**src/rtl/i2c_pkg.sv**
```systemverilog
// rtl/i2c_pkg.sv - shared widths and arbiter FSM state type for the i2c block
package i2c_pkg;

  localparam int I2C_ADDR_W = 7;
  localparam int I2C_DATA_W = 8;

  typedef enum logic [1:0] {
    IDLE,
    START,
    WAIT,
    RESP
  } i2c_arb_state_t;

endpackage

```
**src/rtl/i2c_arb_pick.sv**
```systemverilog
// rtl/i2c_arb_pick.sv - rotating priority encoder; search starts one past base_i
module i2c_arb_pick
  import i2c_pkg::*;
#(
  parameter int NREQ = 4,
  parameter int IDXW = $clog2(NREQ)
) (
  input  logic [NREQ-1:0] req_i,
  input  logic [IDXW-1:0] base_i,
  output logic [NREQ-1:0] onehot_o,
  output logic [IDXW-1:0] idx_o
);

  logic            found;
  logic [IDXW-1:0] k;

  always_comb begin
    onehot_o = '0;
    idx_o    = '0;
    found    = 1'b0;
    k        = '0;
    for (int i = 1; i <= NREQ; i++) begin
      k = IDXW'((int'(base_i) + i) % NREQ);
      if (!found && req_i[k]) begin
        found       = 1'b1;
        onehot_o[k] = 1'b1;
        idx_o       = k;
      end
    end
  end

endmodule

```
**src/rtl/i2c_arbiter.sv**
```systemverilog
// rtl/i2c_arbiter.sv - shares one i2c_master among NREQ requesters
// I2C_ARB_RR_EN selects round-robin arbitration; otherwise lowest index wins.
module i2c_arbiter
  import i2c_pkg::*;
#(
  parameter int NREQ = 4
) (
  input  logic                       clk,
  input  logic                       reset,
  input  logic [NREQ-1:0]            req,
  input  logic [NREQ*I2C_ADDR_W-1:0] req_addr,
  input  logic [NREQ-1:0]            req_rw,
  input  logic [NREQ*I2C_DATA_W-1:0] req_data,
  input  logic [NREQ-1:0]            req_ack,
  output logic [NREQ-1:0]            gnt,
  output logic [NREQ-1:0]            rsp_valid,
  output logic [I2C_DATA_W-1:0]      rsp_data,
  output logic                       busy,
  output logic                       m_start,
  output logic [I2C_ADDR_W-1:0]      m_slave_addr,
  output logic                       m_rw,
  output logic [I2C_DATA_W-1:0]      m_data_in,
  output logic                       m_ack_master,
  input  logic [I2C_DATA_W-1:0]      m_data_slave,
  input  logic                       m_done
);

  localparam int IDXW = $clog2(NREQ);

  i2c_arb_state_t        state_q;
  logic [NREQ-1:0]       gnt_q;
  logic [NREQ-1:0]       rsp_valid_q;
  logic [I2C_DATA_W-1:0] rsp_data_q;
  logic                  busy_q;
  logic                  m_start_q;
  logic [I2C_ADDR_W-1:0] m_addr_q;
  logic                  m_rw_q;
  logic [I2C_DATA_W-1:0] m_data_q;
  logic                  m_ack_q;
  logic                  m_done_q;

  logic [IDXW-1:0]       base_d;
  logic [NREQ-1:0]       pick_oh_d;
  logic [IDXW-1:0]       pick_idx_d;
  logic [I2C_ADDR_W-1:0] win_addr_d;
  logic [I2C_DATA_W-1:0] win_data_d;
  logic                  win_rw_d;
  logic                  win_ack_d;

`ifdef I2C_ARB_RR_EN
  logic [IDXW-1:0] ptr_q;
  assign base_d = ptr_q;
`else
  assign base_d = IDXW'(NREQ - 1);
`endif

  i2c_arb_pick #(
    .NREQ (NREQ),
    .IDXW (IDXW)
  ) u_pick (
    .req_i    (req),
    .base_i   (base_d),
    .onehot_o (pick_oh_d),
    .idx_o    (pick_idx_d)
  );

  assign win_addr_d = req_addr[int'(pick_idx_d)*I2C_ADDR_W +: I2C_ADDR_W];
  assign win_data_d = req_data[int'(pick_idx_d)*I2C_DATA_W +: I2C_DATA_W];
  assign win_rw_d   = req_rw[pick_idx_d];
  assign win_ack_d  = req_ack[pick_idx_d];

  // Requester inputs are looked at only in IDLE; afterwards m_* stay latched.
  always_ff @(posedge clk or negedge reset) begin
    if (!reset) begin
      state_q     <= IDLE;
      gnt_q       <= '0;
      rsp_valid_q <= '0;
      rsp_data_q  <= '0;
      busy_q      <= 1'b0;
      m_start_q   <= 1'b0;
      m_addr_q    <= '0;
      m_rw_q      <= 1'b0;
      m_data_q    <= '0;
      m_ack_q     <= 1'b0;
      m_done_q    <= 1'b0;
`ifdef I2C_ARB_RR_EN
      ptr_q       <= IDXW'(NREQ - 1);
`endif
    end else begin
      m_done_q <= m_done;
      case (state_q)
        IDLE: begin
          if (|req) begin
            gnt_q     <= pick_oh_d;
            busy_q    <= 1'b1;
            m_start_q <= 1'b1;
            m_addr_q  <= win_addr_d;
            m_rw_q    <= win_rw_d;
            m_data_q  <= win_data_d;
            m_ack_q   <= win_ack_d;
`ifdef I2C_ARB_RR_EN
            ptr_q     <= pick_idx_d;
`endif
            state_q   <= START;
          end
        end
        START: begin
          m_start_q <= 1'b0;
          state_q   <= WAIT;
        end
        WAIT: begin
          // Only a fresh rising edge counts; a done left high is stale.
          if (m_done && !m_done_q) begin
            rsp_data_q  <= m_data_slave;
            rsp_valid_q <= gnt_q;
            state_q     <= RESP;
          end
        end
        RESP: begin
          rsp_valid_q <= '0;
          gnt_q       <= '0;
          busy_q      <= 1'b0;
          state_q     <= IDLE;
        end
        default: state_q <= IDLE;
      endcase
    end
  end

  assign gnt          = gnt_q;
  assign rsp_valid    = rsp_valid_q;
  assign rsp_data     = rsp_data_q;
  assign busy         = busy_q;
  assign m_start      = m_start_q;
  assign m_slave_addr = m_addr_q;
  assign m_rw         = m_rw_q;
  assign m_data_in    = m_data_q;
  assign m_ack_master = m_ack_q;

endmodule

```
**config.mk**
```make
export PLATFORM = sky130hd
export DESIGN_NAME = i2c_arbiter
export DESIGN_NICKNAME = d
export VERILOG_FILES = /design/src/rtl/i2c_pkg.sv /design/src/rtl/i2c_arb_pick.sv /design/src/rtl/i2c_arbiter.sv
export SDC_FILE = /design/constraint.sdc
export NUM_CORES = 1
export LEC_CHECK = 0
export CELL_PAD_IN_SITES_DETAIL_PLACEMENT = 0
export CELL_PAD_IN_SITES_GLOBAL_PLACEMENT = 1
export CORE_MARGIN = 2
export CORE_UTILIZATION = 27
export CTS_BUF_LIST = sky130_fd_sc_hd__clkbuf_16
export CTS_CLUSTER_DIAMETER = 100
export DETAILED_ROUTE_END_ITERATION = 8
export HOLD_SLACK_MARGIN = 0.06
export PLACE_DENSITY = 0.79
export RECOVER_POWER = 25
export REMOVE_ABC_BUFFERS = 1
export SYNTH_ARGS = -nofsm -noshare
export SYNTH_HDL_FRONTEND = slang
export SYNTH_SLANG_ARGS = --single-unit
```
**constraint.sdc**
```tcl
create_clock -name clk -period 1.5 [get_ports clk]
set_input_delay 0.225 -clock clk [delete_from_list [all_inputs] [get_ports clk]]
set_output_delay 0.225 -clock clk [all_outputs]
set_load 0.05 [all_outputs]
```
==> results.cfg <==
[status]
status = complete, but fails checks
violations = negative setup slack

[cts]
cts_buffers = 5
insertion_delay_ns = 0.27
cts_tree = yes
clockBufferDepth = 2
cts_root_buf = clkbuf_16
path_clk_slew_ns = 0.05
clock_sinks = 38
htreeDepth = 2

[timing]
setup_viol = 4
max-slew-margin-rel = 0.6288
worst_slew_pin_slew_ns = 0.5568
slew_viol_final = 0
fin_hold_ws_ns = 0.4613
min_period_ns = 1.504
fin_crit_sh = 1.002
fin_ws_ns = -0.003603
grt_setup_unrepaired = yes
fin_skew_ns = 0.002619
hold_violations = 0
fmax_mhz = 665.1

[setup_path]
reg2regPathDepth = 5
cp_max_fo = 11
cp-end-kind = register
startpoint_type = register
criticalPathCategory = register to register
r2r_slack_ns = -0.004
critical_path_required_ns = 1.66
reg2reg_to = rsp_data[6]$_DFFE_PN0P_
arrival_ns = 1.66
r2r_start = state_q[0]$_DFFE_PN0P_

[synth]
syn_area_per_cell_um2 = 9.379
synth_cells = 264
async_flop_share = 1.000
synth_edf_count = 0
ys_seq_elements = 38
yosysTopAreaCell = dfrtp_1
yosys_most_used_dff = dfrtp_1
ys_seq_area_frac = 0.3840
yosysUniqueCellTypes = 33
synth_area_mm2 = 0.002476
synth.yosys.warnings = 0
synth_top_area_share = 0.3840
synth.area.top_cells = dfrtp_1 38%, a22o_1 5.7%, and3b_1 5.7%, nand3b_1 5.2%, nor2b_1 5.1%

[placed_design]
dp_slack_ns = -0.2722
gp_congestion = 0.7747
portBuffers = 117
hpwl_um = 5705

[floorplan]
fp.dieH_um = 99.77
fp.dieW_um = 99.77
die_area_mm2 = 0.009953
start_util = 0.2812
io_pins = 118
rows = 34
core_mm2 = 0.008806

[final_layout]
drive_above_1_share = 0.2462
antenna_cells = 0
final_cell_mix = 78 x clkdlybuf4s50_1, 45 x buf_4, 38 x dfrtp_1
nets = 487
syn_to_final_growth_pct = 69.33
layout_commonest_cell = clkdlybuf4s50_1

[global_route]
grt_max_degree = 39
grt_busiest_layer = met2
grtUsageMet2 = 0.2453
antenna_found_initial = 0
grt_pass1_wl_um = 11810
track_usage = 0.1508
grt_overflow = 0
first_global_vias = 2441
grtUsageMet3 = 0.04146
grt_util_met1 = 0.1986

[power]
cellLeakagePower_nw = 1.829
pwr-share-clk = 0.129
worst_ir_drop_vdd_mv = 0.7259
swShare = 0.4481
combPwrFrac = 0.622
p_sw_mw = 3.349
internal-power_mw = 4.125
seq_power_share = 0.249
power_per_cell_area_mw_per_mm2 = 1783

[job]
max_cap_violations = 0

[hold_path]
min_delay_worst_endpoint = m_done_q$_DFF_PN0_
holdCritStartpoint = m_done
hp-class = primary input to register
whs_path_depth = 1

[routing]
first_iter_violations = 68
firstDrtPassIters = 4
routed_via_density = 4.856
wire_per_inst_um = 15.30
vias = 2457
drc = 0
ant_nets = 0
wl_um = 7742
-- power by group through the flow --
| stage | combinational [mW] | clock, mW | sequential (mW) |
|---|---|---|---|
| 6_report | 4.65 | 0.963 | 1.86 |
| 5_1_grt | 4.90 | 1.05 | 1.94 |
| 4_1_cts | 4.30 | 1.00 | 1.86 |
| 3_5_place_dp | 4.29 | 0 | 1.87 |
| 3_3_place_gp | 4.25 | 0 | 1.86 |
| 2_1_floorplan | 0.981 | 0 | 3.23 |
-- kinds of logic after synthesis --
logic type	count (synthesis)	synth area share
buf+inv	42	0.08843
fa+ha+maj	5	0.02527
simple gates	83	0.2233
mux	12	0.05306
compound gates	84	0.2259
flops	38	0.3840
-- synth_stat cells, types with 2 or more instances --
library cell	count
buf_6	7
a21o_1	2
clkbuf_1	10
nor2_1	20
o2bb2ai_1	7
buf_2	4
a222oi_1	2
a22o_1	16
o21ai_0	15
ha_1	5
inv_1	19
nor2b_1	20
a21oi_1	20
or3b_2	2
nand2_1	2
dfrtp_1	38
a31oi_1	18
mux2i_1	3
nand3b_1	17
and3b_1	16
mux2_2	9
-- layout make-up --
class	count	area, um2
multi-input combinational	184	1339
fill	840	4613
inverter	19	71.32
clock buffer	5	125.1
clock inverter	1	3.754
timing repair buffer	151	1568
sequential	38	950.9
tap	108	135.1
-- registers in the layout (all words and copies together) (netlist names) --
name / cells
m_data_in: 8
gnt: 4
m_slave_addr: 7
m_rw: 1
rsp_data: 8
busy: 1
m_ack_master: 1
state_q: 2
rsp_valid: 4
m_start: 1
m_done_q: 1
-- critical path, cell delays in order, from the launching register on --
cell and delay, ns:
dfrtp_1 0.38, inv_2 0.10, ha_2 0.22, and3b_2 0.22
buf_12 0.13, mux2_2 0.33
-- worst max path at each step --
stage          slack, ns              startpoint  cells past startpoint                           to
5_1_grt            -0.06  state_q[0]$_DFFE_PN0P_                      5      rsp_data[4]$_DFFE_PN0P_
6_report          -0.004  state_q[0]$_DFFE_PN0P_                      5      rsp_data[6]$_DFFE_PN0P_
3_5_place_dp       -0.27                  req[1]                      5       state_q[0]$_DFFE_PN0P_
3_3_place_gp       -0.24                  req[2]                      5     m_ack_master$_DFFE_PN0P_
4_1_cts           -0.002  state_q[1]$_DFFE_PN0P_                      6  m_slave_addr[2]$_DFFE_PN0P_
2_1_floorplan      -0.42  state_q[0]$_DFFE_PN0P_                      4     m_ack_master$_DFFE_PN0P_
-- stage by stage --
step | cells | instance area [um2] | TNS (ns) | total power [mW] | util
2_1_floorplan | 241 | 2328 | -9.067 | 4.206 | -
3_3_place_gp | 488 | 3902 | -5.476 | 6.106 | 0.4432
3_5_place_dp | 488 | 3902 | -6.192 | 6.168 | 0.4432
4_1_cts | 495 | 4045 | -0.002511 | 7.167 | 0.4594
5_1_grt | 506 | 4193 | -0.9588 | 7.890 | 0.4761
6_report | 506 | 4193 | -0.006655 | 7.474 | 0.4761
-- layer usage --
metal,vias to the layer above,part of all wire
met5,-,0
met4,0,0.015
met3,11,0.070
met2,100,0.44
met1,1123,0.47
li1,1223,-
-- timing repair --
action,in CTS,in global routing
hold endpoints to repair,38,0
gates cloned,0,4
pin swaps,0,3
buffers inserted,0,7
gates resized for setup,3,22
hold buffers,1,0
setup endpoints to repair,9,33
No activity file was read; power rests on OpenSTA's default activity.
